`config.mk`:
```
export PLATFORM = sky130hd
export DESIGN_NAME = tt_um_hoene_fade_controller
export DESIGN_NICKNAME = d
export VERILOG_FILES = /design/src/rtl/tt_um_hoene_fade_controller.sv
export SDC_FILE = /design/constraint.sdc
export NUM_CORES = 1
export LEC_CHECK = 0
export ABC_AREA = 1
export BUFFER_PORTS_ARGS = -buffer_cell sky130_fd_sc_hd__buf_4
export CAP_MARGIN = 0
export CORE_MARGIN = 4
export CORE_UTILIZATION = 27
export DETAILED_ROUTE_END_ITERATION = 6
export MAX_ROUTING_LAYER = met4
export PLACE_DENSITY = 0.45
export SLEW_MARGIN = 20
export SYNTH_ARGS = -nofsm -noshare
export SYNTH_HDL_FRONTEND = slang
export SYNTH_SLANG_ARGS = --single-unit
```
`constraint.sdc`:
```
create_clock -name clk -period 1.6 [get_ports clk]
set_input_delay 0.24 -clock clk [delete_from_list [all_inputs] [get_ports clk]]
set_output_delay 0.24 -clock clk [all_outputs]
set_load 0.03 [all_outputs]
```
`src/rtl/tt_um_hoene_fade_controller.sv`:
```
// Ramps the three PWM duty registers toward commanded targets, one bounded step per PWM period.
// Define TT_HOENE_FADE_EN for fading; otherwise the block is a period-aligned double buffer.
module tt_um_hoene_fade_controller #(
  parameter int WIDTH         = 10,
  parameter int PRESCALE_BITS = 10
) (
  input  logic             clk,
  input  logic             rst_n,
  input  logic [WIDTH-1:0] target_red,
  input  logic [WIDTH-1:0] target_green,
  input  logic [WIDTH-1:0] target_blue,
  input  logic             target_valid,
  input  logic [3:0]       fade_step,
  output logic [WIDTH-1:0] data_red,
  output logic [WIDTH-1:0] data_green,
  output logic [WIDTH-1:0] data_blue,
  output logic             busy,
  output logic             done
);

  typedef enum logic {IDLE, FADING} state_t;

  state_t                   state_q, state_n;
  logic [PRESCALE_BITS-1:0] prescaler;
  logic                     tick;
  logic [WIDTH-1:0]         tgt_red_q, tgt_green_q, tgt_blue_q;
  logic [WIDTH-1:0]         tgt_red_n, tgt_green_n, tgt_blue_n;
  logic [WIDTH-1:0]         data_red_n, data_green_n, data_blue_n;
  logic                     done_n;

  assign tick = &prescaler;
  assign busy = (state_q == FADING);

`ifdef TT_HOENE_FADE_EN
  logic [3:0] step_q, step_n;

  // Differences are taken at WIDTH+1 bits; the clamp keeps the result inside the target range.
  function automatic logic [WIDTH-1:0] approach(input logic [WIDTH-1:0] cur,
                                                input logic [WIDTH-1:0] tgt,
                                                input logic [3:0]       step);
    logic [WIDTH:0]   diff;
    logic [WIDTH:0]   stp;
    logic [WIDTH-1:0] stp_w;
    diff     = '0;
    stp      = {{(WIDTH-3){1'b0}}, step};
    stp_w    = {{(WIDTH-4){1'b0}}, step};
    approach = cur;
    if (cur < tgt) begin
      diff = {1'b0, tgt} - {1'b0, cur};
      approach = (diff <= stp) ? tgt : cur + stp_w;
    end else if (cur > tgt) begin
      diff = {1'b0, cur} - {1'b0, tgt};
      approach = (diff <= stp) ? tgt : cur - stp_w;
    end
  endfunction

  always_comb begin
    state_n      = state_q;
    tgt_red_n    = tgt_red_q;
    tgt_green_n  = tgt_green_q;
    tgt_blue_n   = tgt_blue_q;
    step_n       = step_q;
    data_red_n   = data_red;
    data_green_n = data_green;
    data_blue_n  = data_blue;
    done_n       = 1'b0;
    if (target_valid) begin
      tgt_red_n   = target_red;
      tgt_green_n = target_green;
      tgt_blue_n  = target_blue;
      step_n      = fade_step;
      if (fade_step == 4'd0 ||
          (target_red == data_red && target_green == data_green && target_blue == data_blue)) begin
        data_red_n   = target_red;
        data_green_n = target_green;
        data_blue_n  = target_blue;
        done_n       = 1'b1;
        state_n      = IDLE;
      end else begin
        state_n = FADING;
      end
    end else if (state_q == FADING && tick) begin
      data_red_n   = approach(data_red,   tgt_red_q,   step_q);
      data_green_n = approach(data_green, tgt_green_q, step_q);
      data_blue_n  = approach(data_blue,  tgt_blue_q,  step_q);
      if (data_red_n == tgt_red_q && data_green_n == tgt_green_q && data_blue_n == tgt_blue_q) begin
        done_n  = 1'b1;
        state_n = IDLE;
      end
    end
  end

  always_ff @(posedge clk or negedge rst_n) begin
    if (!rst_n) step_q <= '0;
    else        step_q <= step_n;
  end
`else
  logic unused_step;
  assign unused_step = ^fade_step;

  always_comb begin
    state_n      = state_q;
    tgt_red_n    = tgt_red_q;
    tgt_green_n  = tgt_green_q;
    tgt_blue_n   = tgt_blue_q;
    data_red_n   = data_red;
    data_green_n = data_green;
    data_blue_n  = data_blue;
    done_n       = 1'b0;
    if (target_valid) begin
      tgt_red_n   = target_red;
      tgt_green_n = target_green;
      tgt_blue_n  = target_blue;
      state_n     = FADING;
    end else if (state_q == FADING && tick) begin
      data_red_n   = tgt_red_q;
      data_green_n = tgt_green_q;
      data_blue_n  = tgt_blue_q;
      done_n       = 1'b1;
      state_n      = IDLE;
    end
  end
`endif

  always_ff @(posedge clk or negedge rst_n) begin
    if (!rst_n) begin
      state_q     <= IDLE;
      prescaler   <= '0;
      tgt_red_q   <= '0;
      tgt_green_q <= '0;
      tgt_blue_q  <= '0;
      data_red    <= '0;
      data_green  <= '0;
      data_blue   <= '0;
      done        <= 1'b0;
    end else begin
      state_q     <= state_n;
      prescaler   <= prescaler + 1'b1;
      tgt_red_q   <= tgt_red_n;
      tgt_green_q <= tgt_green_n;
      tgt_blue_q  <= tgt_blue_n;
      data_red    <= data_red_n;
      data_green  <= data_green_n;
      data_blue   <= data_blue_n;
      done        <= done_n;
    end
  end

endmodule
```
==> flow_metrics.tcl, run 1 <==
set metrics [dict create \
    outcome "finished clean" \
    synth_edf_count 0 \
    hold_viol_final 0 \
    synth-adder-area-share 0.00430 \
    synth_top_family_by_area "simple AND/OR/NAND/NOR gates" \
    syn_avg_cell_area_um2 9.41 \
    dp_hpwl_um 4570 \
    async_reset_ff_frac 1.00 \
    grt_use_total 0.122 \
    grt_pass1_vias 2290 \
    rsz0062_at_grt "yes" \
    first_pass_iters 4 \
    coreArea_mm2 0.0104 \
    syn_area_mm2 0.00291 \
    post-synth-top-count-cell "nand2_1" \
    pwr-share-comb 0.063 \
    ys_top_cells_by_count "nand2_1, dfrtp_1, nand3_1" \
    synth_top_area_frac 0.620 \
    cp-start-kind "flop" \
    die_width_um 112 \
    grt_pass1_wl_um 11800 \
    clk_latency_ns 0.34 \
    ys_ff_latch 72 \
    wl_met2_um 3100 \
    relSlewSlack 0.728 \
    clockRootBuffer "clkbuf_8" \
    clkPwrFrac 0.409 \
    top_layer "met4" \
    hold_class "in2reg" \
    grt_overflow 0 \
    setup_tns_ns 0 \
    synth_mux_area_frac 0 \
    layout.nets 423 \
    drcViolationCount 0 \
    setup_viol 0 \
    yosys.area_share.simple 0.307 \
    yosysSeqAreaShare 0.620 \
    crit_type "reg2reg" \
    powerDensity_mw_per_mm2 928 \
    die-area_mm2 0.0125 \
    wl_met3_um 328 \
    cts.sinks 72 \
    initial_core_util 0.279 \
    layout_setup_ws_ns 0.0686 \
    n_antenna_cell 0 \
    end_kind "flop" \
    routed_wirelength_um 7040 \
    swShare 0.243 \
    finalCritPeriodShare 0.957 \
    clockBufferDepth 2 \
    wl_per_cell_um 13.4 \
    place_ws_ns 0.119 \
    postRouteAntennaNets 0 \
    clkTransAtPathRegs_ns 0.08 \
    power_mw 3.63 \
    cp.arrival_ns 1.81 \
    p_seq_frac 0.529 \
    synth_compound_area_frac 0.00172 \
    drt-met1-wl_um 3550 \
    yosysTopAreaCell "dfrtp_1" \
    row_count 37 \
    crit_fanout 6 \
    cts_inserted_buffers 9 \
    netlist_instances 309 \
    portBuffers 64 \
    grt_max_degree 34 \
    synth_cell_type_count 23 \
    cp.required_ns 1.88 \
    dr.first_iter.drc_count 57 \
    drive_gt1_frac 0.308 \
    fin_crit_ns 1.53 \
    final_max_slew_viol_count 0 \
    max_freq_mhz 653 \
    vias_per_cell 4.23 \
    synth_xor_area_frac 0.0181 \
    p_sw_mw 0.882 \
    synth_fp_nets 347 \
    route.vias.total 2225 \
    die_h_um 112 \
    cts-htree-levels 3 \
    ir_drop_v 0.000357 \
    finClkSkew_ns 0.00917 \
    yosys-top-cells-area "dfrtp_1, nand2_1, nand3_1, nand2_2, buf_6" \
    intPower_mw 2.75 \
    synth_flop_cell "dfrtp_1" \
    final_util 0.376 \
    maxCapViolCount 0 \
    cts_tree "built" \
    tightest_slew_ns 0.408 \
    ioPinCount 69 \
    gp_congestion 0.698 \
    antenna_found_initial 0 \
    leakage_nw 2.16 \
    yosysWarnings 0 \
    areaGrowthSynthToFinish_pct 34.7 \
]
-- power groups by stage --
stage	sequential [mW]	clock, mW	combinational [mW]
2_1_floorplan	1.95	0	0.0914
3_3_place_gp	1.95	0	0.234
3_5_place_dp	1.95	0	0.237
4_1_cts	1.92	1.56	0.238
5_1_grt	1.93	1.64	0.264
6_report	1.92	1.48	0.228
-- flip-flops by register name, summed over array words and instances (netlist names) --
| register | count |
|---|---|
| busy | 1 |
| tgt_red_q | 10 |
| data_blue | 10 |
| prescaler | 10 |
| data_green | 10 |
| data_red | 10 |
| tgt_green_q | 10 |
| tgt_blue_q | 10 |
| done | 1 |
-- worst max-delay path: stages, from the launching register on --
cell	delay, ns
dfrtp_1	0.36
ha_2	0.20
nand2_2	0.06
nor2_4	0.20
nand2_4	0.10
nor2_8	0.22
clkbuf_16	0.19
nand3_1	0.07
nand2_1	0.06
-- final cells by class --
cell class                 instances  area [µm²]
clock inverter                     6        67.6
inverter                          11        41.3
tap                              136         170
timing repair buffer              80         701
multi-input combinational        211         996
clock buffer                      10         138
fill                            1088        6500
sequential                        72        1800
-- cells by family (layout without fill, tap and decap cells) --
group | count (synthesis) | count (layout)
buffers and inverters | 26 | 107
DFF | 72 | 72
adders and majority gates | 1 | 1
and+or+nand+nor | 203 | 203
AOI/OAI and AO/OA | 1 | 1
xor gates and xnor gates | 6 | 6
-- per-layer routing --
metal	GRT usage	vias up
met4	0.0365	0
li1	-	1113
met5	-	-
met3	0.0359	7
met1	0.163	1053
met2	0.178	52
-- cells in the final DEF, fill, tap and decap left out --
cell type	count
inv_6	1
o21ai_1	1
dfrtp_1	72
nand3_1	31
nand2_2	13
nand2_1	147
xor2_1	5
nand3_4	1
buf_4	72
nor2_4	3
nor2_8	1
clkinv_4	1
clkinvlp_4	2
inv_1	8
xnor2_1	1
clkbuf_16	2
ha_2	1
buf_12	5
nor2_1	1
nand4_1	2
clkbuf_8	10
nor3_1	1
nand3_2	1
bufinv_16	1
nand2_4	1
nand4_4	1
clkinv_2	1
dlygate4sd3_1	1
inv_2	3
-- through the flow --
stage,hold WS (ns),cell area (µm²),std cells
4_1_cts,0.0740,3810,521
2_1_floorplan,-0.0556,2910,309
5_1_grt,0.0783,3920,526
6_report,0.0925,3920,526
3_5_place_dp,0.205,3600,504
3_3_place_gp,0.207,3600,504
-- timing repair --
action                                  CTS  global route
hold endpoints to repair                 28             0
hold buffers                              1             0
setup buffers                             0             3
resized for setup                         0             7
endpoints found under the setup margin    0            10
-- final timing paths --
| path | from | to | slack (ns) | depth (start not counted) |
|---|---|---|---|---|
| max | prescaler[1] | data_green[4] | 0.07 | 8 |
| min | target_blue[1] | tgt_blue_q[1] | 0.09 | 3 |
| max reg2reg | prescaler[1] | data_green[4] | 0.07 | 8 |
| min reg2reg | tgt_green_q[9] | tgt_green_q[9] | 0.47 | 2 |
| max in group asynchronous | rst_n | data_green[5] | 0.72 | 3 |
| min in group asynchronous | rst_n | data_green[1] | 0.36 | 2 |
Note: power is estimated with default switching activity, not from simulation.
==> inputs of run 2 (changes only) <==
CELL_PAD_IN_SITES_DETAIL_PLACEMENT = 2   (was not set)
CELL_PAD_IN_SITES_GLOBAL_PLACEMENT = 2   (was not set)
PLACE_DENSITY = 0.67   (was 0.45)
==> run 2 against run 1 <==
- sequential share of layout area is 0.95 points higher
- hold slack worse by 0.011 ns
- worst setup slack worse by 0.042 ns
- critical path depth stayed put
- clock skew is 0.0048 ns higher
- power is 4.0% lower
- critical path type unchanged
- critical endpoint is now data_red[1]
==> flow_metrics.tcl, run 2 (synthesis gave the netlist of run 1 again) <==
set metrics [dict create \
    hold_class "in2reg" \
    drcViolationCount 0 \
    finish.instance_area_mm2 0.00384 \
    cp.arrival_ns 1.86 \
    drive_gt1_frac 0.296 \
    crit_slowest_cell "dfrtp_1" \
    grt_max_degree 52 \
    coreArea_mm2 0.0104 \
    hold-worst-slack_ns 0.0810 \
    finClkSkew_ns 0.0140 \
    hold_viol_final 0 \
    areaGrowthSynthToFinish_pct 32.0 \
    die_width_um 112 \
    dr.first_iter.drc_count 52 \
    initial_core_util 0.279 \
    portBuffers 64 \
    n_antenna_cell 0 \
    fin_crit_ns 1.57 \
    grt_pass1_wl_um 13200 \
    r2r-start "prescaler[0]" \
    setup_viol 0 \
    outcome "finished clean" \
    grt_pass1_vias 2584 \
    die-area_mm2 0.0125 \
    routed_wirelength_um 8340 \
    clockBufferDepth 2 \
    first_pass_iters 4 \
    slowest_delay_ns 0.38 \
    startpoint "prescaler[0]" \
    cp.required_ns 1.88 \
    path_cells "ha_2 > nand2_2 > nor2_4 > nand2_4 > nor2_8 > clkbuf_16 > nand3_1 > nand2_1" \
    cts.sinks 72 \
    ioPinCount 69 \
    layout_commonest_cell "nand2_1" \
    cts_inserted_buffers 9 \
    cts_tree "built" \
    postRouteAntennaNets 0 \
    clockRootBuffer "clkbuf_8" \
    mostFrequentLayoutCells "nand2_1, buf_4, dfrtp_1" \
    grt_use_total 0.138 \
    ir_drop_v 0.000322 \
    worstSetupEndpoint "data_red[1]" \
    row_count 37 \
    fill_cells 1177 \
    dp_hpwl_um 5130 \
    gp_congestion 0.703 \
    relSlewSlack 0.788 \
    dpl_cell_area_mm2 0.00356 \
    vias_per_cell 4.47 \
    leakage_nw 2.14 \
    r2r_end "data_red[1]" \
    clkTransAtPathRegs_ns 0.09 \
    reg2regPathDepth 8 \
    powerDensity_mw_per_mm2 910 \
    layout.nets 422 \
    finalCritPeriodShare 0.983 \
    crit_fanout 15 \
    cp-start-kind "flop" \
    crit_type "reg2reg" \
    cts-htree-levels 3 \
    tightest_slew_ns 0.318 \
    antenna_found_initial 0 \
    maxCapViolCount 0 \
    end_kind "flop" \
    die_h_um 112 \
    route.vias.total 2345 \
    max_freq_mhz 636 \
    final_max_slew_viol_count 0 \
    grt_overflow 0 \
    r2r_slack_ns 0.03 \
    wl_per_cell_um 15.9 \
    min_from "target_blue[3]" \
    clk_latency_ns 0.35 \
]
run 2: how the worst min path moves through the flow:
stage / cells after the start / endpoint / slack [ns]
after floorplan: 0 / busy / -0.06
after global placement: 1 / data_red[8] / 0.17
after detailed placement: 1 / tgt_red_q[5] / 0.16
after CTS: 3 / tgt_blue_q[3] / 0.07
after global routing: 3 / tgt_red_q[9] / 0.07
final: 3 / tgt_blue_q[3] / 0.08
run 2: layout make-up:
cell class	instances	area (µm²)	area share
Clock buffer	10	138	0.0359
Inverter	11	41.3	0.0108
Sequential cell	72	1800	0.470
Clock inverter	6	43.8	0.0114
Tap cell	136	170	0.0444
Timing Repair Buffer	79	668	0.174
Multi-Input combinational cell	211	973	0.254
run 2: report_power, final:
part	switching, mW	leakage, nW	internal [mW]
clock network	0.728	0.0926	0.610
registers	0.0378	0.933	1.89
logic	0.133	1.12	0.0959
total	0.899	2.14	2.59
run 2: critical path: cells and delay by family (launching register included):
kind                       cells  cell delay, ns
DFF                            1            0.38
and+or+nand+nor                6            0.70
buffers and inverters          1            0.21
adders and majority gates      1            0.20
run 2: stage by stage:
step / worst slack, ns / TNS [ns] / instances / power (mW) / util
3_5_place_dp: 0.0698 / 0 / 502 / 2.20 / 0.342
6_report: 0.0270 / 0 / 525 / 3.49 / 0.368
4_1_cts: 0.0506 / 0 / 519 / 3.56 / 0.360
5_1_grt: -0.0744 / -1.47 / 525 / 3.66 / 0.368
2_1_floorplan: 0.288 / 0 / 309 / 2.04 / -
3_3_place_gp: 0.128 / 0 / 502 / 2.18 / 0.342
run 2: routing by layer:
metal,wire (µm),vias up,track usage
li1,-,1104,-
met1,3450,1192,0.158
met2,4520,40,0.237
met3,252,9,0.0348
met4,115,0,0.0462
met5,0,-,-
run 2: what timing repair did:
action / 4_1_cts / 5_1_grt
setup buffers: 0 / 4
endpoints found under the setup margin: 0 / 16
resized for setup: 0 / 2
hold endpoints to repair: 21 / 0
hold buffers: 1 / 0
==> inputs of run 3 (changes only) <==
SETUP_SLACK_MARGIN = 0.2   (was not set)
==> run 3 against run 2 <==
- utilization rose by 1.6 points
- sequential power barely moved
- first-iteration DRC count rose by 37%
- critical endpoint is now data_blue[8]
- final area rose by 4.3%
- worst setup slack improved by 0.058 ns
- clock-buffer cell count did not move
- hold slack improved by 0.0038 ns
- maximum frequency rose by 3.8%
- via count rose by 2.1%
- power rose by 0.22%
- combinational power rose by 3%
- clock power barely moved
==> flow_metrics.tcl, run 3 (synthesis gave the netlist of run 1 again) <==
set metrics [dict create \
    n_antenna_cell 0 \
    r2r_end "data_blue[8]" \
    clockRootBuffer "clkbuf_8" \
    grt_pass1_vias 2647 \
    initial_core_util 0.279 \
    final_max_slew_viol_count 0 \
    die-area_mm2 0.0125 \
    tightest_slew_ns 0.375 \
    wl_met3_um 241 \
    hold_class "in2reg" \
    instances_no_fill 530 \
    routed_wirelength_um 8830 \
    crit_type "reg2reg" \
    rsz0062_at_grt "yes" \
    mostFrequentLayoutCells "nand2_1, buf_4, dfrtp_1" \
    r2r-start "prescaler[1]" \
    crit_slowest_cell "dfrtp_1" \
    path_cells "ha_2 > nand2_2 > nor2_4 > buf_6 > nand4_4 > clkbuf_16 > nand2_1 > nand2_1" \
    row_count 37 \
    finish.instance_area_mm2 0.00400 \
    dr.first_iter.drc_count 71 \
    antenna_found_initial 0 \
    dp_hpwl_um 5130 \
    cp.arrival_ns 1.76 \
    cp-start-kind "flop" \
    startpoint "prescaler[1]" \
    clkTransAtPathRegs_ns 0.09 \
    layout_commonest_cell "nand2_1" \
    finClkSkew_ns 0.0137 \
    relSlewSlack 0.749 \
    end_kind "flop" \
    cts_inserted_buffers 9 \
    drive_gt1_frac 0.345 \
    finalCritPeriodShare 0.947 \
    route.vias.total 2395 \
    fin_crit_ns 1.52 \
    worst_path_most_repeated_cell "nand2_1" \
    layout_setup_ws_ns 0.0846 \
    min_from "target_blue[3]" \
    drcViolationCount 0 \
    clk_latency_ns 0.35 \
    cts_tree "built" \
    ioPinCount 69 \
    hold_viol_final 0 \
    cts.sinks 72 \
    slowest_delay_ns 0.36 \
    layout.nets 427 \
    hold-worst-slack_ns 0.0848 \
    ir_drop_v 0.000364 \
    maxCapViolCount 0 \
    pwr-share-comb 0.067 \
    cts-htree-levels 3 \
    clkPwrFrac 0.381 \
    cp.required_ns 1.84 \
    grt_use_total 0.146 \
    r2r_slack_ns 0.08 \
    setup_tns_ns 0 \
    powerDensity_mw_per_mm2 874 \
    max_freq_mhz 660 \
    dpl_cell_area_mm2 0.00356 \
    portBuffers 64 \
    reg2regPathDepth 8 \
    place_ws_ns 0.0698 \
    grt_pass1_wl_um 13800 \
    clockBufferDepth 2 \
    die_width_um 112 \
    drt-met1-wl_um 3720 \
    wl_met2_um 4770 \
    crit_fanout 8 \
    areaGrowthSynthToFinish_pct 37.7 \
    worstSetupEndpoint "data_blue[8]" \
    first_pass_iters 4 \
    postRouteAntennaNets 0 \
    swShare 0.259 \
    p_sw_mw 0.906 \
    p_seq_frac 0.551 \
    top_layer "met4" \
    coreArea_mm2 0.0104 \
    intPower_mw 2.59 \
    grt_max_degree 52 \
    wl_per_cell_um 16.7 \
    grt_overflow 0 \
    die_h_um 112 \
    vias_per_cell 4.52 \
    leakage_nw 2.19 \
    gp_congestion 0.703 \
    setup_viol 0 \
    dp.cells 502 \
    outcome "finished clean" \
]
run 3: changes by cell type in the layout (fill, tap and decap cells not counted), sizes merged:
cell and delta:
clkbuf +1, buf +4
run 3: worst min path at each step:
stage / end / depth (start not counted)
floorplan: busy / 0
global placement: data_red[8] / 1
detailed placement: tgt_red_q[5] / 1
CTS: tgt_blue_q[3] / 3
global route: tgt_red_q[9] / 3
finish: tgt_blue_q[3] / 3
run 3: power by group through the flow:
stage | clock [mW] | combinational, mW | sequential, mW
2_1_floorplan | 0 | 0.0914 | 1.95
3_3_place_gp | 0 | 0.231 | 1.95
3_5_place_dp | 0 | 0.237 | 1.96
4_1_cts | 1.39 | 0.241 | 1.92
5_1_grt | 1.46 | 0.270 | 1.94
6_report | 1.33 | 0.235 | 1.93
run 3: what timing repair did:
item,CTS,global route
setup endpoints to repair,31,35
gates cloned,2,3
hold buffers,1,0
buffers inserted,4,2
pin swaps,2,12
endpoints found under the hold margin,21,0
resized for setup,4,20
run 3: worst max-delay path: cells and delay by family, from the launching register on:
kind / cells / cell delay [ns]
adders and majority gates: 1 / 0.20
DFF: 1 / 0.36
and+or+nand+nor: 5 / 0.50
buffers and inverters: 2 / 0.35
run 3: cell type report:
cell class | instances | area (µm²)
timing repair buffer | 84 | 751
clock buffer | 10 | 138
fill | 1170 | 6410
multi-input combinational | 211 | 1060
tap | 136 | 170
clock inverter | 6 | 43.8
sequential | 72 | 1800
inverter | 11 | 41.3
run 3: through the flow:
step,util,total power [mW]
2_1_floorplan,-,2.04
3_3_place_gp,0.342,2.18
3_5_place_dp,0.342,2.20
4_1_cts,0.369,3.56
5_1_grt,0.384,3.67
6_report,0.384,3.50
run 3: per-layer routing:
layer	vias up	global-route usage
li1	1117	-
met1	1229	0.168
met2	42	0.251
met3	7	0.0348
met4	0	0.0462
met5	-	-
